[config.mk]
export PLATFORM = sky130hd
export DESIGN_NAME = poly_mul_responder
export DESIGN_NICKNAME = d
export VERILOG_FILES = /design/src/rtl/poly_mul_responder.sv
export SDC_FILE = /design/constraint.sdc
export NUM_CORES = 1
export LEC_CHECK = 0
export CAP_MARGIN = 20
export CORE_UTILIZATION = 47
export DETAILED_ROUTE_END_ITERATION = 10
export PLACE_DENSITY = 0.82
export REMOVE_ABC_BUFFERS = 1
export SLEW_MARGIN = 15
export SYNTH_ARGS = -nofsm -noshare
export SYNTH_HDL_FRONTEND = slang
export SYNTH_SLANG_ARGS = --single-unit
[constraint.sdc]
create_clock -name man_clk -period 5.05 [get_ports man_clk]
set_input_delay 1.01 -clock man_clk [delete_from_list [all_inputs] [get_ports man_clk]]
set_output_delay 1.01 -clock man_clk [all_outputs]
set_load 0.1 [all_outputs]
[src/rtl/poly_mul_responder.sv]
// poly_mul_responder
//   Multiplies a degree-3 polynomial A (a0..a3) by a degree-1 polynomial B
//   (b0, b1). Coefficients are 4 bits and all arithmetic wraps mod 16.
//   The product is reduced mod (x^4 - 1) by default (cyclic). Defining the
//   macro NEGACYCLIC_EN switches to reduction mod (x^4 + 1) (negacyclic),
//   which negates the wrapped a3*b1 term in c0.
//   One output coefficient is produced per clock, in the order c0..c3.
//
// Ports
//   man_clk        rising-edge clock
//   man_reset      asynchronous, active-high reset
//   start          load/restart request; operands are captured on every
//                  clock edge where it is high
//   data0, data1   operand B coefficients b0, b1
//   ddata0..3      operand A coefficients a0..a3
//   w0..w3         registered product coefficients c0..c3
//   busy           high while the product is being computed
//   done           high while w0..w3 hold a complete product
module poly_mul_responder (
  input  logic       man_clk,
  input  logic       man_reset,
  input  logic       start,
  input  logic [3:0] data0,
  input  logic [3:0] data1,
  input  logic [3:0] ddata0,
  input  logic [3:0] ddata1,
  input  logic [3:0] ddata2,
  input  logic [3:0] ddata3,
  output logic [3:0] w0,
  output logic [3:0] w1,
  output logic [3:0] w2,
  output logic [3:0] w3,
  output logic       busy,
  output logic       done
);

  typedef enum logic [1:0] {
    IDLE = 2'd0,
    COMP = 2'd1,
    DONE = 2'd2
  } state_t;

  state_t     state;
  logic [1:0] idx;
  logic [3:0] a_reg [0:3];
  logic [3:0] b0_reg;
  logic [3:0] b1_reg;
  logic [3:0] w_reg [0:3];

  logic [3:0] cur_a;
  logic [3:0] prev_a;
  logic       neg_term;
  logic [3:0] c_next;

  // Mod-16 multiply-accumulate: low nibble of x*y plus (or minus) the low
  // nibble of u*v, wrapped to 4 bits.
  function automatic logic [3:0] wrap_mac(input logic [3:0] x,
                                          input logic [3:0] y,
                                          input logic [3:0] u,
                                          input logic [3:0] v,
                                          input logic       neg);
    logic [7:0] p;
    logic [7:0] q;
    p = {4'd0, x} * {4'd0, y};
    q = {4'd0, u} * {4'd0, v};
    if (neg) wrap_mac = p[3:0] - q[3:0];
    else     wrap_mac = p[3:0] + q[3:0];
  endfunction

  // idx - 1 wraps from 0 to 3, which is exactly the a3 term that folds
  // back into c0 under the x^4 reduction.
  always_comb begin
    cur_a  = a_reg[idx];
    prev_a = a_reg[idx - 2'd1];
`ifdef NEGACYCLIC_EN
    neg_term = (idx == 2'd0);
`else
    neg_term = 1'b0;
`endif
    c_next = wrap_mac(cur_a, b0_reg, prev_a, b1_reg, neg_term);
  end

  always_ff @(posedge man_clk or posedge man_reset) begin
    if (man_reset) begin
      state  <= IDLE;
      idx    <= 2'd0;
      busy   <= 1'b0;
      done   <= 1'b0;
      b0_reg <= 4'd0;
      b1_reg <= 4'd0;
      for (int i = 0; i < 4; i++) begin
        a_reg[i] <= 4'd0;
        w_reg[i] <= 4'd0;
      end
    end else if (start) begin
      // Capture (or re-capture) from any state; a partial result is dropped.
      state    <= COMP;
      idx      <= 2'd0;
      busy     <= 1'b1;
      done     <= 1'b0;
      a_reg[0] <= ddata0;
      a_reg[1] <= ddata1;
      a_reg[2] <= ddata2;
      a_reg[3] <= ddata3;
      b0_reg   <= data0;
      b1_reg   <= data1;
      for (int i = 0; i < 4; i++) w_reg[i] <= 4'd0;
    end else begin
      case (state)
        COMP: begin
          w_reg[idx] <= c_next;
          idx        <= idx + 2'd1;
          if (idx == 2'd3) begin
            state <= DONE;
            busy  <= 1'b0;
            done  <= 1'b1;
          end
        end
        default: ;  // IDLE and DONE hold until the next start
      endcase
    end
  end

  assign w0 = w_reg[0];
  assign w1 = w_reg[1];
  assign w2 = w_reg[2];
  assign w3 = w_reg[3];

endmodule

==> results.md <==
- Status: finished, final reports clean
- Dominant synthesized flop cell: dfrtp_1
- Antenna diodes: 0
- DRC Markers: 0
- Chip Height: 73.7 um
- CP Launch Type: flip-flop
- Clock Skew: 2.83 ps
- Setup tns final: 0 ps
- Clock Sinks: 44
- Post-CTS Setup Repair Bufs: 0
- Routed wire per std cell: 14.2 um
- Sequential area share after synthesis: 0.455
- Commonest cells after routing, fill and taps aside: dfrtp_1 (44), clkdlybuf4s50_1 (44), nand2_1 (28), mux2_2 (24), a21oi_1 (16)
- Hold_buf cts: 0
- Worst hold margin: a little over 500 ps
- First-pass GRT wire length: 8.23 mm
- CP max stage cell: fa_1
- WP buf/inv: 3
- Fraction of registers with async set/reset: 1.00
- Pre-antenna DRT Iters: 4
- CP top delay family: adder cells
- Worst skew pair latency: 300 ps
- Yosys cell types: 30
- Yosys reg bits: 44
- Grt total ovfl: 0
- Number of routed nets with antenna violations: 0
- RePlAce Congestion: a little under 0.8
- Die width: 73.7 um
- Worst Setup End Kind: flip-flop
- Post-Syn Instances: 211
- Vias in the first global route: 1,713
- I/O pins: 45
- Post-synth EDFFs: 0
- Num CTS Buffers: 5
- Worst-margin pin slew: 977 ps
- Crit share post-route: 0.954
- Mapped Avg Cell Area: 11.5 um^2
- RSZ-0062 raised after global routing: false
- Buffers added on ports: 44
- Relative slew slack: 0.346
- Final instance area: 3020 um^2
- CP max FO: 6
- H-tree depth: 2
- CP Cell Sequence: inv_1 -> ha_2 -> mux4_2 -> and2_1 -> ha_1 -> ha_1 -> inv_1 -> fa_1 -> fa_1 -> inv_1 -> ha_1 -> xor2_1 -> xnor2_1 -> xnor2_1 -> xnor3_1 -> xnor2_2 -> a311oi_1
- First DRT Iteration DRCs: 73
- Clock transition at the registers of the reported paths: roughly 80 ps
- CP Class: flip-flop to flip-flop
- CTS tree: yes
- Largest register FFs: 16
- Final hold vios: 0
- CP Data Required Time: between 5000 and 6000 ps
- Cell row count: 25
- Yosys Warn Count: 0
- Initial core utilization: 0.499
- Final Setup Violations: 0
- Slew Limit Fails: 0
- Vias post-DR: 1,671
- Max clock buf depth: 2
- Synthesized area: 2420 um^2
- Largest net degree at the start of global routing: 45
- Total track usage: 0.205
- Routed WL: 4.60 mm
- Initial antenna violation count: 0
- Post-layout min period: 4820 ps
- Fraction of final layout cells sized beyond drive strength 1: 0.182
- Nets: 300
- Placed Cells: 317
- Dpl hpwl: 3.45 mm
- Core Box Area: 4850 um^2
- VDD IR max: 0.328 mV
- Layout area overhead: 25.1%
- Vias per cell: roughly 5.1
- Non-filler cells, final: 325
- Leakage: ~1.3 nW
- Root buffer cell: clkbuf_8
- Pwr/cell area: 697 nW/um^2
- Worst min path class: flip-flop to flip-flop
- CP max stage delay: 540 ps
- Crit path DAT: 5020 ps
- Filler cells: between 300 and 400
- DIE AREA: between 5000 and 6000 um^2
- Max Clk Rate: 207 MHz
- Max cap viols: 0
- DP Area: ~2900 um^2
[repair_timing]
action	CTS	global route
gates resized for setup	0	3
endpoints found under the setup margin	0	4
endpoints found under the hold margin	0	0
[cells in the mapped netlist, types with 2 or more instances]
cell type  number  area [um^2]
a21oi_1        16         80.1
nand2b_1        2         12.5
a311oi_1        3         26.3
mux2i_1         4         40.0
fa_1            2         40.0
buf_1           3         11.3
xor2_1          4         35.0
mux4_2          4         90.1
nand2_1        28          105
xnor2_1         8         70.1
mux2_2         24          270
clkbuf_1        5         18.8
dfrtp_1        44         1100
mux4_1          2         52.6
buf_6           2         22.5
nor2_1          6         22.5
ha_1           14          175
o22ai_1         2         12.5
and2_1         11         68.8
nand3_1         9         45.0
inv_1           9         33.8
[area by class of cell]
cell class                      count  area, um^2  share of cell area
Timing Repair Buffer               50         485               0.161
Clock inverter                      3        18.8             0.00621
Tap cell                           67        83.8              0.0277
Multi-Input combinational cell    147        1230               0.407
Clock buffer                        5        68.8              0.0228
Inverter                            9        33.8              0.0112
Sequential cell                    44        1100               0.364
[per-layer routing]
layer | up-vias | track usage | share of wire
met2 | 31 | 0.343 | 0.51
met5 | - | 0 | 0
li1 | 818 | - | -
met4 | 0 | 0.0769 | 0.018
met1 | 817 | 0.262 | 0.44
met3 | 5 | 0.0425 | 0.032
[through the flow]
stage,power (mW),util,setup slack (ps)
finish,2.11,0.623,230
global route,2.27,0.623,18.1
CTS,2.07,0.622,110
detailed placement,1.84,0.604,212
global placement,1.79,0.604,397
floorplan,1.52,-,166
[final timing paths]
kind                                      startpoint                    end  slack, ps  depth (start not counted)
worst max-delay path              idx[1]$_DFFE_PP0P_      w2[3]$_DFFE_PP0P_        230                         17
worst min-delay path            state[0]$_DFFE_PP0P_   state[0]$_DFFE_PP0P_        510                          1
worst max register to register    idx[1]$_DFFE_PP0P_      w2[3]$_DFFE_PP0P_        230                         17
worst min register to register  state[0]$_DFFE_PP0P_   state[0]$_DFFE_PP0P_        510                          1
max in group asynchronous                  man_reset  b1_reg[1]$_DFFE_PP0P_       3550                          3
min in group asynchronous                  man_reset   state[0]$_DFFE_PP0P_       1140                          3
[logic make-up after synthesis]
family                     synth area share
DFF                                   0.455
muxes                                 0.187
and+or+nand+nor                       0.115
buffers and inverters                0.0378
AOI/OAI and AO/OA                    0.0554
xor gates and xnor gates             0.0595
adders and majority gates            0.0890
[power by group]
part	internal (mW)	leakage, nW	switching (mW)
combinational	0.569	0.705	0.858
clock	0.0963	0.0479	0.119
sequential	0.422	0.547	0.0428
total	1.09	1.30	1.02
[worst register-to-register path, stage by stage, from the launching register on]
cell and delay [ps]:
dfrtp_1 350, inv_1 70, ha_2 410, mux4_2 370
and2_1 190, ha_1 290, ha_1 280, inv_1 50
fa_1 500, fa_1 540, inv_1 40, ha_1 190
xor2_1 150, xnor2_1 220, xnor2_1 170, xnor3_1 390
xnor2_2 190, a311oi_1 320
No activity file was read; power rests on OpenSTA's default activity.
